File: src/rtl/slice_permute_engine.sv
// Streams DEPTH 25-bit slices through a selectable step (pass, pi, inverse pi, chi).
// Optional macro SLICE_PERMUTE_IOTA_EN adds the rc port and folds rc[z] into lane (0,0) in chi mode.
module slice_permute_engine #(
   parameter int DEPTH = 64,
   parameter int IDX_W = 6
) (
   input  logic             clk,
   input  logic             rst,
   input  logic             start,
   input  logic [1:0]       mode,
   output logic             busy,
   output logic             done,
   input  logic             s_valid,
   output logic             s_ready,
   input  logic [24:0]      s_data,
`ifdef SLICE_PERMUTE_IOTA_EN
   input  logic [DEPTH-1:0] rc,
`endif
   output logic             m_valid,
   input  logic             m_ready,
   output logic [24:0]      m_data,
   output logic [IDX_W-1:0] m_idx
);

   typedef enum logic [1:0] {IDLE, RUN, FLUSH, DONE} state_t;

   localparam logic [IDX_W-1:0] LAST = IDX_W'(DEPTH - 1);

   state_t            state_q, state_d;
   logic [IDX_W-1:0]  cnt_q, cnt_d;
   logic [1:0]        mode_q, mode_d;
   logic              mValid_q, mValid_d;
   logic [24:0]       mData_q, mData_d;
   logic [IDX_W-1:0]  mIdx_q, mIdx_d;
   logic [24:0]       stepOut;
   logic              xfer;

   function automatic logic [4:0] bitIdx(input int x, input int y);
      return 5'(5 * y + x);
   endfunction

   function automatic logic [24:0] piStep(input logic [24:0] d);
      logic [24:0] o;
      o = '0;
      for (int y = 0; y < 5; y++)
         for (int x = 0; x < 5; x++)
            o[bitIdx(y, (2 * x + 3 * y) % 5)] = d[bitIdx(x, y)];
      return o;
   endfunction

   function automatic logic [24:0] invPiStep(input logic [24:0] d);
      logic [24:0] o;
      o = '0;
      for (int y = 0; y < 5; y++)
         for (int x = 0; x < 5; x++)
            o[bitIdx((x + 3 * y) % 5, x)] = d[bitIdx(x, y)];
      return o;
   endfunction

   function automatic logic [24:0] chiStep(input logic [24:0] d);
      logic [24:0] o;
      o = '0;
      for (int y = 0; y < 5; y++)
         for (int x = 0; x < 5; x++)
            o[bitIdx(x, y)] = d[bitIdx(x, y)] ^
                              (~d[bitIdx((x + 1) % 5, y)] & d[bitIdx((x + 2) % 5, y)]);
      return o;
   endfunction

   // Step function applied to the incoming slice using the mode latched at job start.
   always_comb begin
      stepOut = s_data;
      case (mode_q)
         2'd1:    stepOut = piStep(s_data);
         2'd2:    stepOut = invPiStep(s_data);
         2'd3:    stepOut = chiStep(s_data);
         default: stepOut = s_data;
      endcase
`ifdef SLICE_PERMUTE_IOTA_EN
      if (mode_q == 2'd3)
         stepOut[0] = stepOut[0] ^ rc[cnt_q];
`endif
   end

   assign s_ready = (state_q == RUN) && (!mValid_q || m_ready);
   assign busy    = (state_q != IDLE);
   assign done    = (state_q == DONE);
   assign m_valid = mValid_q;
   assign m_data  = mData_q;
   assign m_idx   = mIdx_q;

   // Next-state: a new transfer overrides a same-cycle consume so the output register stays full.
   always_comb begin
      state_d  = state_q;
      cnt_d    = cnt_q;
      mode_d   = mode_q;
      mValid_d = mValid_q;
      mData_d  = mData_q;
      mIdx_d   = mIdx_q;
      xfer     = s_valid && s_ready;

      if (mValid_q && m_ready)
         mValid_d = 1'b0;

      if (xfer) begin
         mValid_d = 1'b1;
         mData_d  = stepOut;
         mIdx_d   = cnt_q;
         if (cnt_q == LAST)
            state_d = FLUSH;
         else
            cnt_d = cnt_q + IDX_W'(1);
      end

      case (state_q)
         IDLE: begin
            if (start) begin
               mode_d  = mode;
               cnt_d   = '0;
               state_d = RUN;
            end
         end
         FLUSH: begin
            if (mValid_q && m_ready)
               state_d = DONE;
         end
         DONE:    state_d = IDLE;
         default: ;
      endcase
   end

   always_ff @(posedge clk) begin
      if (!rst) begin
         state_q  <= IDLE;
         cnt_q    <= '0;
         mode_q   <= 2'd0;
         mValid_q <= 1'b0;
         mData_q  <= '0;
         mIdx_q   <= '0;
      end else begin
         state_q  <= state_d;
         cnt_q    <= cnt_d;
         mode_q   <= mode_d;
         mValid_q <= mValid_d;
         mData_q  <= mData_d;
         mIdx_q   <= mIdx_d;
      end
   end

endmodule

File: config.mk
export PLATFORM = sky130hd
export DESIGN_NAME = slice_permute_engine
export DESIGN_NICKNAME = d
export VERILOG_FILES = /design/src/rtl/slice_permute_engine.sv
export SDC_FILE = /design/constraint.sdc
export NUM_CORES = 1
export LEC_CHECK = 0
export CORE_AREA = 2 2 90 58
export CTS_BUF_LIST = sky130_fd_sc_hd__clkbuf_8 sky130_fd_sc_hd__clkbuf_16
export CTS_CLUSTER_SIZE = 8
export DETAILED_ROUTE_END_ITERATION = 12
export DIE_AREA = 0 0 92 60
export DONT_BUFFER_PORTS = 1
export GPL_TIMING_DRIVEN = 0
export PLACE_DENSITY_LB_ADDON = 0.05
export SLEW_MARGIN = 10
export SYNTH_ARGS = -nofsm -noshare
export SYNTH_HDL_FRONTEND = slang
export SYNTH_SLANG_ARGS = --single-unit
File: constraint.sdc
create_clock -name clk -period 2 [get_ports clk]
set_input_delay 0.2 -clock clk [delete_from_list [all_inputs] [get_ports clk]]
set_output_delay 0.2 -clock clk [all_outputs]
set_load 0.02 [all_outputs]
==> flow_metrics.env <==
export IMPL_synth_largest_area_cell="dfxtp_1"
export IMPL_ff2ff_path_depth=5
export IMPL_clk_latency_ps=300
export IMPL_pin_count=67
export IMPL_ratio_of_total_power_to_cell_area_nw_per_um2=676
export IMPL_cpLargestDelayFamily="flip-flops"
export IMPL_yosys_mux_area_fraction_pct=9.90
export IMPL_synthXorXnorAreaFrac_pct=7.09
export IMPL_synthesis_area_per_instance_um2=8.68
export IMPL_outcome="completed"
export IMPL_ys_seq_area_share_pct=31.0
export IMPL_syn_num_nets=346
export IMPL_synth_adder_area_share_pct=0.461
export IMPL_largest_cells_by_area_after_synthesis="dfxtp_1, mux2i_1, o21ai_0"
export IMPL_worst_r2r_endpoint="cnt_q[1]"
export IMPL_critical_path_max_fanout=6
export IMPL_final_setup_viol_count=0
export IMPL_initial_antenna_violation_count=0
export IMPL_total_leakage_power_nw=0.981
export IMPL_irDropWorstVdd_uv=369
export IMPL_max_slew_margin_rel_pct=64.4
export IMPL_post_cts_resized_instances=0
export IMPL_worstSetupStartpointType="register"
export IMPL_yosys_reg_bits=42
export IMPL_worst_path_largest_cell_delay_ps=430
export IMPL_die_height_um=60
export IMPL_placement_io_buffers=0
export IMPL_synth_common_cells="dfxtp_1, o21ai_0, a21oi_1, nor2b_1, nand2_1"
export IMPL_final_setup_worst_slack_ps=353
export IMPL_clock_tree_root_cell="clkbuf_8"
export IMPL_drt_antenna_violating_nets=0
export IMPL_post_route_cells_drive_above_1_share_pct=11.5
export IMPL_most_instantiated_library_cell_after_synthesis="dfxtp_1"
export IMPL_shortest_period_the_worst_path_allows_ps=1650
export IMPL_yosys_area_share_simple_pct=17.2
export IMPL_cp_cell_sequence="ha_1 -> nand2_1 -> o2111ai_1 -> mux2i_1 -> nor2_1"
export IMPL_worst_hold_path_endpoint="mode_q[1]"
export IMPL_wl_per_cell_um=19.9
export IMPL_fin_worst_skew_ps=5.33
export IMPL_dpl_hpwl_mm=5.53
export IMPL_synth_top_cell_area_share_pct=31.0
export IMPL_core_area_um2=4750
export IMPL_worst_pin_slew_ps=533
export IMPL_globalplace_congestion=0.863
export IMPL_rrSetupSlack_ps=350
export IMPL_routed_wirelength_mm=7.69
export IMPL_sinks_on_clock_net=42
export IMPL_worstHoldStart="mode[1]"
export IMPL_nets=353
export IMPL_slew_violations=0
export IMPL_ys_dominant_reg_cell="dfxtp_1"
export IMPL_die_w_um=92
export IMPL_grt_total_usage_pct=29.1
export IMPL_grt_pass1_wl_mm=12.3
export IMPL_floorplan_initialDensity_pct=57.1
export IMPL_cts_htree_levels=2
export IMPL_dieArea_um2=5520
export IMPL_totalNegativeSetupSlack_ps=0
export IMPL_worst_path_stages=5
export IMPL_detail_route_drc_violations=0
export IMPL_cts_max_path_buffers=2
export IMPL_worst_r2r_startpoint="cnt_q[0]"
export IMPL_first_global_vias=2251
export IMPL_timing_worst_setup_path_type="reg -> reg"
export IMPL_fmaxAchievable_mhz=607
export IMPL_clk_transition_reported_paths_ps=90
export IMPL_min_path_cells=2
export IMPL_drt_pass1_iterations=4
export IMPL_synthesis_instances=313
export IMPL_unrepaired_setup_endpoints_after_global_routing="no"
export IMPL_cts_tree="done"
export IMPL_postCtsSetupBuffers=0
export IMPL_combinational_family_with_the_most_area_after_synthesis="compound AO/OA/AOI/OAI gates"
export IMPL_final_min_period_over_clock_period_pct=82.3
export IMPL_area_fraction_in_compound_gates_after_synthesis_pct=28.2
export IMPL_timing_critical_path_to_type="register"
export IMPL_synth_edff_count=0
export IMPL_via_per_inst=6.31
export IMPL_drtIter0Drc=201
export IMPL_n_antenna_cell=0
export IMPL_std_cell_rows=20
export IMPL_synth_async_sr_flop_share_pct=0
export IMPL_synth_cell_type_count=51
export IMPL_globalRouteOverflowTotal=0
export IMPL_hold_fails_final_rpt=0
export IMPL_numCtsBuffers=5
export IMPL_critical_path_required_ps=2190
export IMPL_postCtsHoldBufs=0
export IMPL_worst_hold_path_type="in -> reg"
export IMPL_detailroute_via_count=2441
export IMPL_maximum_number_of_pins_on_one_net_before_global_route_repair=14
export IMPL_yosysWarnings=0
export IMPL_max_stage_delay_cell_worst_path="dfxtp_1"
export IMPL_worstPathArrival_ps=1840
export IMPL_crit_buf_inv=0
export IMPL_area_growth_pct=7.09
export IMPL_final_fill_count=435
export IMPL_pre_cts_slack_ps=417
export IMPL_netlist_area_um2=2720
export IMPL_drv_cap=0
-- routing by layer --
metal	wire length, µm	GRT usage [%]
met5	0	0
met2	3020	40.5
met3	884	10.6
met4	65	6.82
met1	3720	42.5
-- per-stage QoR --
step                instance area, µm²  cells  hold WS [ps]  total power [mW]  util [%]
finish                            2910    387          64.5              1.97      61.2
global route                      2910    387          61.6              2.06      61.2
CTS                               2910    387          60.4              1.98      61.2
detailed placement                2800    379           372              1.30      58.9
global placement                  2800    379           364              1.30      58.9
floorplan                         2720    313           361              1.24         -
-- registers in the layout (all words and copies together) (netlist names) --
name	count
state_q	2
m_valid	1
cnt_q	6
mode_q	2
m_data	25
m_idx	6
-- power breakdown --
part	internal (mW)	switching [mW]
Combinational	0.167	0.179
Sequential	0.876	0.0715
Clock	0.368	0.306
Total	1.41	0.556
-- worst max-delay path by stage --
| stage | startpoint | to | slack [ps] |
|---|---|---|---|
| final | cnt_q[0] | cnt_q[1] | 350 |
| after global routing | m_valid | m_idx[5] | 150 |
| after CTS | state_q[0] | m_data[16] | 390 |
| after detailed placement | m_valid | m_idx[5] | 420 |
| after global placement | state_q[0] | m_data[2] | 420 |
| after floorplan | m_valid | m_data[16] | 620 |
-- final cells by class --
type | instances | area [µm²] | share of cell area, %
plain buffers | 25 | 156 | 5.38
flip-flops and latches | 42 | 841 | 28.9
clock buffers | 5 | 68.8 | 2.37
clock inverters | 3 | 41.3 | 1.42
multi-input cells | 243 | 1710 | 58.7
well taps | 66 | 82.6 | 2.84
inverters | 3 | 11.3 | 0.387
-- logic make-up (layout without fill, tap and decap cells) --
logic type / count (synthesis) / in the layout
AO/OA/AOI/OAI: 113 / 113
AND/OR/NAND/NOR: 84 / 84
flip-flops: 42 / 42
buffers and inverters: 28 / 36
multiplexers: 23 / 23
XOR/XNOR: 22 / 22
adder cells (fa/ha/maj): 1 / 1
-- cell usage in the layout (no fill, tap or decap), types with 2 or more instances in the layout --
cell,n
clkbuf_8,5
a311oi_1,2
xnor2_1,20
mux4_2,3
o21ai_1,4
or2b_1,2
o221a_2,8
nor3_1,3
nand2_1,21
buf_4,3
o21ai_0,36
a211oi_1,5
nor3b_1,2
a21oi_1,24
nor2_1,8
a21boi_0,8
buf_6,4
o21ba_1,3
o221a_1,8
dfxtp_1,42
xor2_1,2
a211o_1,2
nor2b_1,24
and2_1,3
nand3_1,5
and2b_1,2
nand2b_1,6
mux2i_1,19
inv_1,4
a21boi_1,3
a31oi_1,2
buf_2,8
clkbuf_1,9
No activity file was read; power rests on OpenSTA's default activity.
